File: src/rtl/mem_responder_if.sv
// Request/response channel pair of the mem_s transaction: valid/ready request carrying
// addr/data/wr, and valid/ready response carrying addr/data/wr/err.
interface mem_responder_if;
  logic       req_valid;
  logic       req_ready;
  logic [7:0] req_addr;
  logic [7:0] req_data;
  logic       req_wr;
  logic       rsp_valid;
  logic       rsp_ready;
  logic [7:0] rsp_addr;
  logic [7:0] rsp_data;
  logic       rsp_wr;
  logic       rsp_err;

  modport master (
    output req_valid, req_addr, req_data, req_wr, rsp_ready,
    input  req_ready, rsp_valid, rsp_addr, rsp_data, rsp_wr, rsp_err
  );

  modport slave (
    input  req_valid, req_addr, req_data, req_wr, rsp_ready,
    output req_ready, rsp_valid, rsp_addr, rsp_data, rsp_wr, rsp_err
  );
endinterface

File: src/rtl/mem_responder.sv
// Memory transaction responder: one outstanding request, programmable wait states,
// byte-wide memory and saturating completion statistics.
module mem_responder #(
  parameter int unsigned MEM_DEPTH   = 256,
  parameter int unsigned WAIT_CYCLES = 0
) (
  input  logic           clk_i,
  input  logic           rst_ni,
  mem_responder_if.slave bus_if,
  output logic           busy_o,
  output logic [15:0]    rd_cnt_o,
  output logic [15:0]    wr_cnt_o,
  output logic [7:0]     err_cnt_o
);

  localparam int unsigned AddrW = (MEM_DEPTH > 1) ? $clog2(MEM_DEPTH) : 1;

  typedef enum logic [1:0] {StIdle, StAccess, StResp} state_e;

  state_e      state_q;
  logic        req_ready_q;
  logic        rsp_valid_q;
  logic        busy_q;
  logic [7:0]  addr_q;
  logic [7:0]  data_q;
  logic        wr_q;
  logic [3:0]  wait_q;
  logic [7:0]  rsp_addr_q;
  logic [7:0]  rsp_data_q;
  logic        rsp_wr_q;
  logic        rsp_err_q;
  logic [15:0] rd_cnt_q;
  logic [15:0] wr_cnt_q;
  logic [7:0]  err_cnt_q;

  logic [7:0]       mem_q [MEM_DEPTH];
  logic             in_range;
  logic             commit;
  logic [AddrW-1:0] idx;
  logic [7:0]       rd_data;

  assign in_range = (32'(addr_q) < MEM_DEPTH);
  assign commit   = (state_q == StAccess) && (wait_q == 4'd0);
  assign idx      = addr_q[AddrW-1:0];
  assign rd_data  = mem_q[idx];

  // Not reset; a commit edge that coincides with reset is discarded.
  always_ff @(posedge clk_i) begin
    if (rst_ni && commit && wr_q && in_range) begin
      mem_q[idx] <= data_q;
    end
  end

  always_ff @(posedge clk_i) begin
    if (!rst_ni) begin
      state_q     <= StIdle;
      req_ready_q <= 1'b1;
      rsp_valid_q <= 1'b0;
      busy_q      <= 1'b0;
      addr_q      <= 8'd0;
      data_q      <= 8'd0;
      wr_q        <= 1'b0;
      wait_q      <= 4'd0;
      rsp_addr_q  <= 8'd0;
      rsp_data_q  <= 8'd0;
      rsp_wr_q    <= 1'b0;
      rsp_err_q   <= 1'b0;
      rd_cnt_q    <= 16'd0;
      wr_cnt_q    <= 16'd0;
      err_cnt_q   <= 8'd0;
    end else begin
      unique case (state_q)
        StIdle: begin
          if (bus_if.req_valid) begin
            addr_q      <= bus_if.req_addr;
            data_q      <= bus_if.req_data;
            wr_q        <= bus_if.req_wr;
            wait_q      <= 4'(WAIT_CYCLES);
            req_ready_q <= 1'b0;
            busy_q      <= 1'b1;
            state_q     <= StAccess;
          end
        end
        StAccess: begin
          if (wait_q != 4'd0) begin
            wait_q <= wait_q - 4'd1;
          end else begin
            rsp_addr_q  <= addr_q;
            rsp_wr_q    <= wr_q;
            rsp_err_q   <= ~in_range;
            rsp_data_q  <= !in_range ? 8'd0 : (wr_q ? data_q : rd_data);
            rsp_valid_q <= 1'b1;
            state_q     <= StResp;
          end
        end
        StResp: begin
          if (bus_if.rsp_ready) begin
            rsp_valid_q <= 1'b0;
            req_ready_q <= 1'b1;
            busy_q      <= 1'b0;
            state_q     <= StIdle;
            if (rsp_err_q) begin
              if (err_cnt_q != 8'hFF) err_cnt_q <= err_cnt_q + 8'd1;
            end else if (rsp_wr_q) begin
              if (wr_cnt_q != 16'hFFFF) wr_cnt_q <= wr_cnt_q + 16'd1;
            end else begin
              if (rd_cnt_q != 16'hFFFF) rd_cnt_q <= rd_cnt_q + 16'd1;
            end
          end
        end
        default: state_q <= StIdle;
      endcase
    end
  end

  assign bus_if.req_ready = req_ready_q;
  assign bus_if.rsp_valid = rsp_valid_q;
  assign bus_if.rsp_addr  = rsp_addr_q;
  assign bus_if.rsp_data  = rsp_data_q;
  assign bus_if.rsp_wr    = rsp_wr_q;
  assign bus_if.rsp_err   = rsp_err_q;
  assign busy_o           = busy_q;
  assign rd_cnt_o         = rd_cnt_q;
  assign wr_cnt_o         = wr_cnt_q;
  assign err_cnt_o        = err_cnt_q;

endmodule

File: src/flat_wrapper.sv
// flat-port wrapper written by rule: the top's interface ports become plain ports
module mem_responder_flat 
#(
  parameter int unsigned MEM_DEPTH   = 256,
  parameter int unsigned WAIT_CYCLES = 0
)
  (clk_i, rst_ni, busy_o, rd_cnt_o, wr_cnt_o, err_cnt_o, bus_if_req_valid, bus_if_req_addr, bus_if_req_data, bus_if_req_wr, bus_if_rsp_ready, bus_if_req_ready, bus_if_rsp_valid, bus_if_rsp_addr, bus_if_rsp_data, bus_if_rsp_wr, bus_if_rsp_err);
  mem_responder_if bus_if_i ();
  input  logic clk_i;
  input  logic rst_ni;
  output logic busy_o;
  output logic [15:0] rd_cnt_o;
  output logic [15:0] wr_cnt_o;
  output logic [7:0] err_cnt_o;
  input wire logic [$bits(bus_if_i.req_valid)-1:0] bus_if_req_valid;
  input wire logic [$bits(bus_if_i.req_addr)-1:0] bus_if_req_addr;
  input wire logic [$bits(bus_if_i.req_data)-1:0] bus_if_req_data;
  input wire logic [$bits(bus_if_i.req_wr)-1:0] bus_if_req_wr;
  input wire logic [$bits(bus_if_i.rsp_ready)-1:0] bus_if_rsp_ready;
  output wire logic [$bits(bus_if_i.req_ready)-1:0] bus_if_req_ready;
  output wire logic [$bits(bus_if_i.rsp_valid)-1:0] bus_if_rsp_valid;
  output wire logic [$bits(bus_if_i.rsp_addr)-1:0] bus_if_rsp_addr;
  output wire logic [$bits(bus_if_i.rsp_data)-1:0] bus_if_rsp_data;
  output wire logic [$bits(bus_if_i.rsp_wr)-1:0] bus_if_rsp_wr;
  output wire logic [$bits(bus_if_i.rsp_err)-1:0] bus_if_rsp_err;
  assign bus_if_i.req_valid = bus_if_req_valid;
  assign bus_if_i.req_addr = bus_if_req_addr;
  assign bus_if_i.req_data = bus_if_req_data;
  assign bus_if_i.req_wr = bus_if_req_wr;
  assign bus_if_i.rsp_ready = bus_if_rsp_ready;
  assign bus_if_req_ready = bus_if_i.req_ready;
  assign bus_if_rsp_valid = bus_if_i.rsp_valid;
  assign bus_if_rsp_addr = bus_if_i.rsp_addr;
  assign bus_if_rsp_data = bus_if_i.rsp_data;
  assign bus_if_rsp_wr = bus_if_i.rsp_wr;
  assign bus_if_rsp_err = bus_if_i.rsp_err;
  mem_responder #(.MEM_DEPTH(MEM_DEPTH), .WAIT_CYCLES(WAIT_CYCLES)) u_core (.clk_i(clk_i), .rst_ni(rst_ni), .bus_if(bus_if_i), .busy_o(busy_o), .rd_cnt_o(rd_cnt_o), .wr_cnt_o(wr_cnt_o), .err_cnt_o(err_cnt_o));
endmodule
File: config.mk
export PLATFORM = sky130hd
export DESIGN_NAME = mem_responder_flat
export DESIGN_NICKNAME = d
export VERILOG_FILES = /design/src/rtl/mem_responder_if.sv /design/src/rtl/mem_responder.sv /design/src/flat_wrapper.sv
export SDC_FILE = /design/constraint.sdc
export NUM_CORES = 2
export LEC_CHECK = 0
export BUFFER_PORTS_ARGS = -buffer_cell sky130_fd_sc_hd__buf_4
export CORE_MARGIN = 10
export CORE_UTILIZATION = 31
export CTS_CLUSTER_DIAMETER = 60
export DETAILED_ROUTE_END_ITERATION = 16
export SLEW_MARGIN = 15
export SYNTH_ARGS = -nofsm -noshare
export SYNTH_HDL_FRONTEND = slang
export SYNTH_SLANG_ARGS = --single-unit
File: constraint.sdc
create_clock -name clk_i -period 4.05 [get_ports clk_i]
set_input_delay 0.81 -clock clk_i [delete_from_list [all_inputs] [get_ports clk_i]]
set_output_delay 0.81 -clock clk_i [all_outputs]
set_load 0.01 [all_outputs]
# Word level (Yosys, flattened, before mapping)
# Memories as Yosys holds them, arrays and structs flattened. A register that Yosys moved wholly into a read port is not among the register bits.
# Index checks and enable logic that the tools add are counted.
# word_totals
register_bits	67
ramBits	2048
inputBits	21
out_inout_bits	61
wordCells	61
memories	1
# memory_table
name	depth	word_bits	read_ports	rd_ports_with_merged_regs	wr	line_no	source
u_core.mem_q	256	8	1	1	1	mem_responder.sv:36	logic [7:0] mem_q [MEM_DEPTH];
# classes
add_sub_neg	3
n_eq_ne	8
muxes	17
n_bitwise	2
reduce_logical	18
# op_table
operator	count
adder 16 x 1 -> 16 bit, second input constant	2
!= test 16 bit, second input constant	2
AND reduction 3 bit	4
two-way mux 4 bit	2
!= test 2 bit, second input constant	4
case mux 4 bit (2 select lines)	1
AND reduction 4 bit	2
two-way mux 1 bit	7
two-way mux 2 bit	3
case mux 1 bit (2 select lines)	3
case mux 2 bit (3 select lines)	1
nonzero test 2 bit	3
logical NOT 4 bit	1
AND reduction 2 bit	2
nonzero test 4 bit	1
subtractor 4 x 1 -> 4 bit, second input constant	1
logical AND 1 bit	3
equality test 2 x 1 -> 1 bit, second input constant	1
equality test 2 bit, second input constant	1
logical NOT 2 bit	1
inverter 1 bit	2
logical NOT 1 bit	1

# Logic depth before layout (Yosys ltp)
# depth
word_depth	6
mapped_depth	13
mapped_depth_nobuf	10

# Least setup slack after synthesis
# OpenSTA, ideal clock, no wires.
# synth_path
path_type	register to register
from	register u_core.data_q[0]
to	memory u_core.mem_q[0][0] (data pin)
setup_ns	0.858
arrival_time_ns	3.409
t_required_ns	3.192
path_slack_ns	-0.217
path_stages_with_launch	1
path_buffers	0
period_less_slack_ns	4.267
path_cell_list	dfxtp_1
# synth_rtl
item	line_no	source
from (decl)	mem_responder.sv:25	logic [7:0] data_q;
from (signal assigned)	mem_responder.sv:76	data_q <= bus_if.req_data;
to (decl)	mem_responder.sv:36	
# No word-level cell before the write port.

==> results_dict.tcl <==
set metrics [dict create \
    status "finished, final reports clean" \
    hold_viol 0 \
    cpPeakStageDelay_ps 1020 \
    synth.top_cells.by_area "edfxtp_1, mux4_2, mux2i_1, dfxtp_1, nor2_1" \
    slowest_stage "a2111oi_0" \
    drc 0 \
    crit_path_end_kind "flop" \
    min_period_over_period 0.938 \
    dp_cells 7819 \
    path_buf_inv 3 \
    portBuffers 72 \
    crit_top_cell "buf_12" \
    required_ps 4830 \
    synth_area_um2 82700 \
    avgViaCountPerCell 5.13 \
    max_slew_margin 0.147 \
    initial_utilization 0.312 \
    cellLeakagePower_nw 29.9 \
    dr.pass1.iters 6 \
    dr.max_layer_used "met5" \
    clk_latency_ps 860 \
    met2_length_um 103000 \
    rows 189 \
    cts.htree.levels 4 \
    die_x_um 536 \
    grt_pass1_wl_um 314000 \
    yosysUniqueCellTypes 61 \
    dieArea_um2 288000 \
    yosysMostFrequentCell "edfxtp_1" \
    layout-drive-gt1-share 0.291 \
    cts_tree "done" \
    syn_area_per_cell_um2 20.6 \
    grt_overflow 0 \
    synthCells 4008 \
    min-delay-path-class "in2reg" \
    dr_wl_met3_um 18000 \
    root_buffer "clkbuf_16" \
    synth_ff_type "edfxtp_1" \
    ir_worst_vdd_mv 0.465 \
    die_h_um 536 \
    cts_setup_buffers 0 \
    finalSetupViolCount 0 \
    wl_per_cell_um 26.5 \
    cp_data_arrival_time_ps 4580 \
    core_um2 265000 \
    cts.clk_slew.worst_paths_ps 70 \
    max_freq_mhz 263 \
    cp_top_family "compound AO/OA/AOI/OAI gates" \
    slew_viol_final 0 \
    synth_top_area_frac 0.744 \
    drtAntennaViolNets 0 \
    synth_warnings 0 \
    cts_resized 0 \
    synth_top_cell_by_area "edfxtp_1" \
    setup.worst_path.start_class "flop" \
    cts_inserted_buffers 210 \
    wl_met1_um 88800 \
    cts.sinks 2123 \
    hold_buffers 0 \
    grt_max_degree 113 \
    grt_usage 0.147 \
    finClkSkew_ps 57.8 \
    gp_congestion 0.877 \
    num_vias 42100 \
    ys_ff_latch 2123 \
    cp_max_fo 37 \
    async_flop_share 0 \
    tightest_slew_ps 1250 \
    fin_cells 8207 \
    first_iter_violations 4945 \
    power_mw 45.7 \
    maxCapViolations 0 \
    path_class "reg2reg" \
    area_growth_pct 17.2 \
    yosysSeqAreaShare 0.762 \
    finalCriticalPeriod_ps 3800 \
    worstPathCellList "buf_12 > buf_12 > mux4_2 > o22ai_1 > a2111oi_0 > buf_4 > a311oi_1 > a221o_1 > a21oi_1" \
    cellPowerDensity_nw_per_um2 472 \
    ioPinCount 82 \
    clock_path_buffers 3 \
    rsz0062_at_grt "false" \
    dp_hpwl_um 139000 \
    nets 4522 \
    grt_pass1_vias 42900 \
    synth_edf_count 2048 \
    antenna_found_initial 4 \
    totalWireLength_um 217000 \
    synth_common_cells "edfxtp_1, mux4_2, nor2_1" \
]
worst paths after layout:
path | to | slack, ps | depth (start not counted) | start
max | u_core.bus_if.rsp_data[3] | 250 | 9 | u_core.addr_q[1]
min | u_core.data_q[6] | 220 | 3 | bus_if_req_data[6]
max reg2reg | u_core.bus_if.rsp_data[3] | 250 | 9 | u_core.addr_q[1]
min reg2reg | u_core.bus_if.rsp_addr[3] | 480 | 2 | u_core.bus_if.rsp_addr[3]
stage by stage:
step / hold WS (ps) / TNS, ps / setup WS [ps] / utilization / area (um2)
floorplan: 488 / -164270 / -214 / - / 82700
global placement: 462 / 0 / 351 / 0.340 / 90200
detailed placement: 462 / 0 / 350 / 0.340 / 90300
CTS: 164 / 0 / 338 / 0.365 / 96900
global route: 195 / 0 / 222 / 0.365 / 96900
finish: 223 / 0 / 250 / 0.365 / 96900
final cells by class:
cell class	instances	area (um2)
antenna	2	5.00
clock buffer	261	5540
clock inverter	125	1060
fill	24200	168000
inverter	10	37.5
multi-input combinational	1633	18400
sequential	2123	63000
tap	3533	4420
timing repair buffer	520	4420
sequential cells by signal (all words and copies together), names as in the netlist, 2 cells and up:
signal / count
u_core.bus_if.rsp_addr: 8
u_core.addr_q: 8
u_core.data_q: 8
u_core.wait_q: 4
u_core.bus_if.rsp_data: 8
u_core.state_q: 2
u_core.mem_q: 2048
u_core.rd_cnt_o: 16
u_core.wr_cnt_o: 16
layer usage:
metal / up-vias / track usage
met5: - / 0
met4: 2 / 0.0528
met3: 369 / 0.0341
met2: 1773 / 0.235
met1: 22400 / 0.197
li1: 17500 / -
worst register-to-register path, stage by stage, from the launching register on:
cell,delay (ps)
dfxtp_4,840
buf_12,300
buf_12,270
mux4_2,290
o22ai_1,150
a2111oi_0,1020
buf_4,260
a311oi_1,140
a221o_1,330
a21oi_1,140
layout by cell type (no fill, tap or decap), types with 9 or more instances in the layout:
cell type	instances
clkbuf_8	9
dfxtp_1	62
clkbuf_16	210
a2111oi_0	11
inv_1	10
mux2i_1	173
buf_12	40
clkinv_2	48
nor2_1	290
nor2b_1	15
o21ai_0	27
o22ai_1	10
a211oi_1	10
conb_1	9
xnor2_1	22
or3_1	9
and3_1	11
dfxtp_4	12
a21oi_1	34
nand3_1	28
clkinv_1	39
a21boi_0	34
o221ai_1	13
a22oi_1	104
nand4_1	18
mux4_2	498
edfxtp_1	2048
clkbuf_1	42
and2_1	34
a221oi_1	14
nor3_1	15
nand2_1	134
bufinv_16	10
buf_4	479
cell families after synthesis:
logic type      count (synthesis)  share of synthesized area
compound gates                308                     0.0272
xor+xnor                       27                    0.00286
fa+ha+maj                       3                   0.000454
buf+inv                       260                     0.0170
flops                        2123                      0.762
mux                           676                      0.157
other cells                     1                  0.0000454
simple gates                  610                     0.0331
where the power goes:
| group | internal, mW | switching (mW) |
|---|---|---|
| sequential | 24.2 | 0.222 |
| clock | 10.4 | 8.33 |
| combinational | 1.02 | 1.61 |
| total | 35.6 | 10.2 |
(Power assumes the default switching activity.)
